## config.mk

```make
export PLATFORM = sky130hd
export DESIGN_NAME = encode
export DESIGN_NICKNAME = d
export VERILOG_FILES = /design/src/rtl/encode.sv
export SDC_FILE = /design/constraint.sdc
export NUM_CORES = 1
export LEC_CHECK = 0
export ABC_CLOCK_PERIOD_IN_PS = 2850
export BUFFER_PORTS_ARGS = -buffer_cell sky130_fd_sc_hd__buf_2
export CAP_MARGIN = 30
export CORE_MARGIN = 3
export CORE_UTILIZATION = 50
export CTS_CLUSTER_SIZE = 8
export DETAILED_ROUTE_END_ITERATION = 8
export HOLD_SLACK_MARGIN = 0.02
export PLACE_DENSITY = 0.78
export SLEW_MARGIN = 0
export SYNTH_ARGS = -nofsm -noshare
export SYNTH_HDL_FRONTEND = slang
export SYNTH_SLANG_ARGS = --single-unit
```

## constraint.sdc

```tcl
create_clock -name clk -period 2.85 [get_ports clk]
set_clock_uncertainty 0.2 [all_clocks]
set_input_delay 0.4275 -clock clk [delete_from_list [all_inputs] [get_ports clk]]
set_output_delay 0.4275 -clock clk [all_outputs]
set_load 0.005 [all_outputs]
```

## src/rtl/encode.sv

```systemverilog
// RISC-V instruction word encoder with a single-entry registered output and
// LI pseudo-op expansion. Optional immediate range checking: ENCODE_IMM_CHECK_EN.
module encode (
    input  logic        clk,
    input  logic        rst,
    input  logic        in_valid,
    output logic        in_ready,
    input  logic [2:0]  in_kind,
    input  logic [4:0]  in_opcode,
    input  logic [4:0]  in_rd,
    input  logic [4:0]  in_rs1,
    input  logic [4:0]  in_rs2,
    input  logic [2:0]  in_f3,
    input  logic [6:0]  in_f7,
    input  logic [31:0] in_imm,
    output logic        out_valid,
    input  logic        out_ready,
    output logic [31:0] out_inst,
    output logic        out_last,
    output logic        out_err
);

    localparam int unsigned XLEN   = 32;
    localparam int unsigned HI_W   = 20;
    localparam logic [6:0]  OP_LUI  = 7'b0110111;
    localparam logic [6:0]  OP_ADDI = 7'b0010011;
    localparam logic [31:0] LI_RND  = 32'h0000_0800;

    typedef enum logic [2:0] {
        K_R  = 3'd0,
        K_I  = 3'd1,
        K_S  = 3'd2,
        K_B  = 3'd3,
        K_U  = 3'd4,
        K_J  = 3'd5,
        K_LI = 3'd6,
        K_RX = 3'd7
    } kind_e;

    typedef enum logic [1:0] {
        IDLE = 2'd0,
        ONE  = 2'd1,
        HI   = 2'd2,
        LO   = 2'd3
    } state_e;

    state_e            state, state_nx;
    logic [XLEN-1:0]   pend_inst, pend_nx;
    logic              valid_nx, last_nx, err_nx;
    logic [XLEN-1:0]   inst_nx;

    logic [XLEN-1:0]   enc_inst, enc_pend;
    logic              enc_last, enc_two, enc_err;
    logic [6:0]        opc;
    logic [XLEN-1:0]   li_sum;
    logic [HI_W-1:0]   li_hi;
    logic              fits12;
    logic              accept, drain;

    assign opc    = {in_opcode, 2'b11};
    assign li_sum = in_imm + LI_RND;
    assign li_hi  = li_sum[XLEN-1:XLEN-HI_W];
    assign fits12 = (in_imm[31:11] == 21'h0) || (in_imm[31:11] == {21{1'b1}});

`ifdef ENCODE_IMM_CHECK_EN
    logic fits13, fits21;
    assign fits13 = (in_imm[31:12] == 20'h0) || (in_imm[31:12] == {20{1'b1}});
    assign fits21 = (in_imm[31:20] == 12'h0) || (in_imm[31:20] == {12{1'b1}});
`endif

    // Accept only when nothing is pending behind the held word and the held word can leave.
    assign in_ready = !rst && (state != HI) && (!out_valid || out_ready);
    assign accept   = in_valid && in_ready;
    assign drain    = out_valid && out_ready;

    // Field packing for the current request.
    always_comb begin
        enc_inst = '0;
        enc_pend = '0;
        enc_last = 1'b1;
        enc_two  = 1'b0;
        enc_err  = 1'b0;
        case (in_kind)
            K_I: enc_inst = {in_imm[11:0], in_rs1, in_f3, in_rd, opc};
            K_S: enc_inst = {in_imm[11:5], in_rs2, in_rs1, in_f3, in_imm[4:0], opc};
            K_B: enc_inst = {in_imm[12], in_imm[10:5], in_rs2, in_rs1, in_f3,
                             in_imm[4:1], in_imm[11], opc};
            K_U: enc_inst = {in_imm[31:12], in_rd, opc};
            K_J: enc_inst = {in_imm[20], in_imm[10:1], in_imm[11], in_imm[19:12], in_rd, opc};
            K_LI: begin
                if (fits12) begin
                    enc_inst = {in_imm[11:0], 5'd0, 3'd0, in_rd, OP_ADDI};
                end else begin
                    enc_inst = {li_hi, in_rd, OP_LUI};
                    // A zero low part needs no ADDI; LUI alone is the final word.
                    if (in_imm[11:0] != 12'h0) begin
                        enc_last = 1'b0;
                        enc_two  = 1'b1;
                        enc_pend = {in_imm[11:0], in_rd, 3'd0, in_rd, OP_ADDI};
                    end
                end
            end
            default: enc_inst = {in_f7, in_rs2, in_rs1, in_f3, in_rd, opc};
        endcase
`ifdef ENCODE_IMM_CHECK_EN
        case (in_kind)
            K_I, K_S: enc_err = !fits12;
            K_B:      enc_err = !fits13 || in_imm[0];
            K_U:      enc_err = (in_imm[11:0] != 12'h0);
            K_J:      enc_err = !fits21 || in_imm[0];
            default:  enc_err = 1'b0;
        endcase
`endif
    end

    // Next-state and next-output selection.
    always_comb begin
        state_nx = state;
        valid_nx = out_valid;
        inst_nx  = out_inst;
        last_nx  = out_last;
        err_nx   = out_err;
        pend_nx  = pend_inst;
        case (state)
            HI: begin
                if (drain) begin
                    inst_nx  = pend_inst;
                    last_nx  = 1'b1;
                    err_nx   = 1'b0;
                    state_nx = LO;
                end
            end
            default: begin
                if (accept) begin
                    valid_nx = 1'b1;
                    inst_nx  = enc_inst;
                    last_nx  = enc_last;
                    err_nx   = enc_err;
                    pend_nx  = enc_pend;
                    state_nx = enc_two ? HI : ONE;
                end else if (drain) begin
                    valid_nx = 1'b0;
                    state_nx = IDLE;
                end
            end
        endcase
    end

    always_ff @(posedge clk) begin
        if (rst) begin
            state     <= IDLE;
            out_valid <= 1'b0;
            out_inst  <= '0;
            out_last  <= 1'b0;
            out_err   <= 1'b0;
            pend_inst <= '0;
        end else begin
            state     <= state_nx;
            out_valid <= valid_nx;
            out_inst  <= inst_nx;
            out_last  <= last_nx;
            out_err   <= err_nx;
            pend_inst <= pend_nx;
        end
    end

endmodule

```

==> flow_metrics.tcl <==
set metrics [dict create \
    status "finished, final reports clean" \
    synthToLayoutAreaGrowth_pct 20.44 \
    via_count 3807 \
    postSynth.asyncResetShare_pct 0 \
    regToRegSetupSlack_ps 540 \
    drt-total-wl_um 11420 \
    grt_max_degree 48 \
    place_hpwl_um 8554 \
    cp_max_fo 14 \
    slew_viol_final 0 \
    power_frac_seq_pct 48.9 \
    synth-edff-count 0 \
    crit_arrival_ps 2330 \
    synth_top_area_share_pct 31.75 \
    final_antenna_net_count 0 \
    ys_ff_latch 53 \
    grtUsageTotal_pct 29.85 \
    antenna_found_initial 0 \
    start_kind "input port" \
    diodes 0 \
    die_h_um 87.76 \
    cp.required_ps 2840 \
    routed_via_density 6.313 \
    switching_power_uw 500.0 \
    htreeDepth 2 \
    synthCells 431 \
    synth_ff_type "dfxtp_1" \
    clockBufferDepth 2 \
    grt_pass1_vias 3576 \
    crit_path_end_kind "register" \
    grt-ovfl-total 0 \
    p_per_area_nw_per_um2 404.2 \
    cts_hold_buffers 0 \
    ys_seq_area_share_pct 31.75 \
    clk_pin_slew_ps 100 \
    yosysUniqueCellTypes 53 \
    cts_buffers 5 \
    timing_worst_setup_path_type "in -> reg" \
    clk_latency_ps 310 \
    dr.pass1.iters 5 \
    fin_setup_tns_ps 0 \
    ir_drop_uv 258.5 \
    rows 29 \
    holdCritPathClass "in -> reg" \
    hold_viol_final 0 \
    synth_common_cells "nor2_1 (63), dfxtp_1 (53), a21oi_1 (36), nand2_1 (34), o21ai_0 (27)" \
    final_nets 597 \
    worst_pin_slew_ps 655.4 \
    synth_nets 502 \
    cts_tree "yes" \
    crit_path_start "in_imm[11]" \
    drive_gt1_share_pct 26.81 \
    die_w_um 87.76 \
    finalSetupViolations 0 \
    pwr-share-clk_pct 27.4 \
    r2r-start "state[1]" \
    gp_congestion 0.9545 \
    rsz0062_at_grt "false" \
    synth_most_common_cell "nor2_1" \
    grt_first_pass_wirelength_um 17970 \
    initial_core_util_pct 52.04 \
    syn_avg_cell_area_um2 7.754 \
    hold_start "in_rd[0]" \
    root_buffer "clkbuf_8" \
    ios 105 \
    clock-sinks 53 \
    switching_share_pct 30.73 \
    combPwrFrac_pct 23.7 \
    die_area_um2 7701 \
    synthTopCellsByArea "dfxtp_1 (32%), nor2_1 (7.1%), a21oi_1 (5.4%)" \
    port_buffers 103 \
    drt_drc_violations_left 0 \
    yosysTopAreaCell "dfxtp_1" \
    syn_area_um2 3342 \
    synth_warnings 0 \
    routedWlPerCell_um 18.94 \
    min_period_ps 2339 \
    drv_cap 0 \
    drtIter0Drc 266 \
    slew-limit-headroom_pct 56.14 \
    coreArea_um2 6422 \
    period_share_pct 82.05 \
    p_leak_uw 0.001743 \
    p_int_uw 1127 \
    clock.fmax_mhz 427.6 \
    p_total_uw 1627 \
    cts_setup_buffers 0 \
    cts_resized 0 \
]
## flip-flops by register name, indices dropped and copies added (netlist names)
| name | flops |
|---|---|
| state | 2 |
| pend_inst | 18 |
| out_valid | 1 |
| out_inst | 31 |
| out_last | 1 |
## power groups by stage
stage	sequential [uW]	clock (uW)	combinational, uW
floorplan	812	0	207
global route	799	480	423
CTS	794	452	379
finish	795	446	386
detailed placement	811	0	378
global placement	810	0	373
## placed cells by master, fill, tap and decap left out, types with 3 or more instances in the layout
cell / synthesis / final
buf_2: 9 / 103
nor2_1: 63 / 63
dfxtp_1: 53 / 53
a21oi_1: 36 / 36
nand2_1: 34 / 34
o21ai_0: 27 / 27
nand3_1: 18 / 18
a22oi_1: 18 / 18
buf_4: 5 / 18
a221oi_1: 16 / 16
mux2i_1: 13 / 13
xnor2_1: 12 / 12
nor3_1: 11 / 11
a22o_1: 9 / 9
nor4_1: 8 / 8
nand2b_1: 7 / 7
xor2_1: 6 / 6
clkbuf_8: 0 / 6
inv_1: 5 / 5
and3_1: 5 / 5
a31oi_1: 5 / 5
and4_1: 4 / 4
nand4_1: 4 / 4
or2_2: 3 / 3
a211o_1: 3 / 3
a311oi_1: 3 / 3
a211oi_1: 3 / 3
## metrics by stage
stage          setup slack, ps  util [%]  cells  hold slack, ps  cell area (um2)
5_1_grt                  346.7     62.67    603           143.8             4025
2_1_floorplan            633.5         -    431           237.0             3342
3_5_place_dp             182.3     61.27    596           245.3             3935
6_report                 511.5     62.67    603           153.2             4025
3_3_place_gp             265.1     61.27    596           242.5             3935
4_1_cts                  508.8     62.67    603           151.2             4025
## metal layers
layer  wire length, um  vias up  global-route usage, %
met5                 0        -                      0
met4               320        0                  9.484
met3              1086       34                  6.021
met2              5259      223                  48.70
met1              4757     1774                  39.60
li1                  -     1776                      -
## final timing paths
| path | cells after the start | to |
|---|---|---|
| min reg2reg | 2 | out_inst[11] |
| max reg2reg | 4 | pend_inst[17] |
| min | 2 | pend_inst[15] |
| max | 9 | out_inst[16] |
## worst max-delay path: stages
cell and delay, ps:
buf_2 170, ha_1 200, and2_1 230, nand4_4 180
o22ai_4 430, nor3_2 100, buf_4 210, a221oi_1 290
nor2_1 70
## layout make-up
class,instances,area (um2)
multi-input cells,339,2105
repair buffers,121,650.6
inverters,6,22.52
well taps,77,96.34
flip-flops and latches,53,1061
clock buffers,6,82.58
clock inverters,1,7.507
fillers,618,2397
## kinds of logic (layout without fill, tap and decap cells)
| family | count (synthesis) | count (layout) | share of synthesized area (%) |
|---|---|---|---|
| simple gates | 169 | 169 | 25.27 |
| compound gates | 135 | 135 | 27.89 |
| flops | 53 | 53 | 31.75 |
| buf+inv | 39 | 134 | 5.279 |
| xor+xnor | 18 | 18 | 4.717 |
| mux | 14 | 14 | 4.230 |
| fa+ha+maj | 2 | 2 | 0.7487 |
| other cells | 1 | 1 | 0.1122 |
Power figures use the tool's default switching activity.
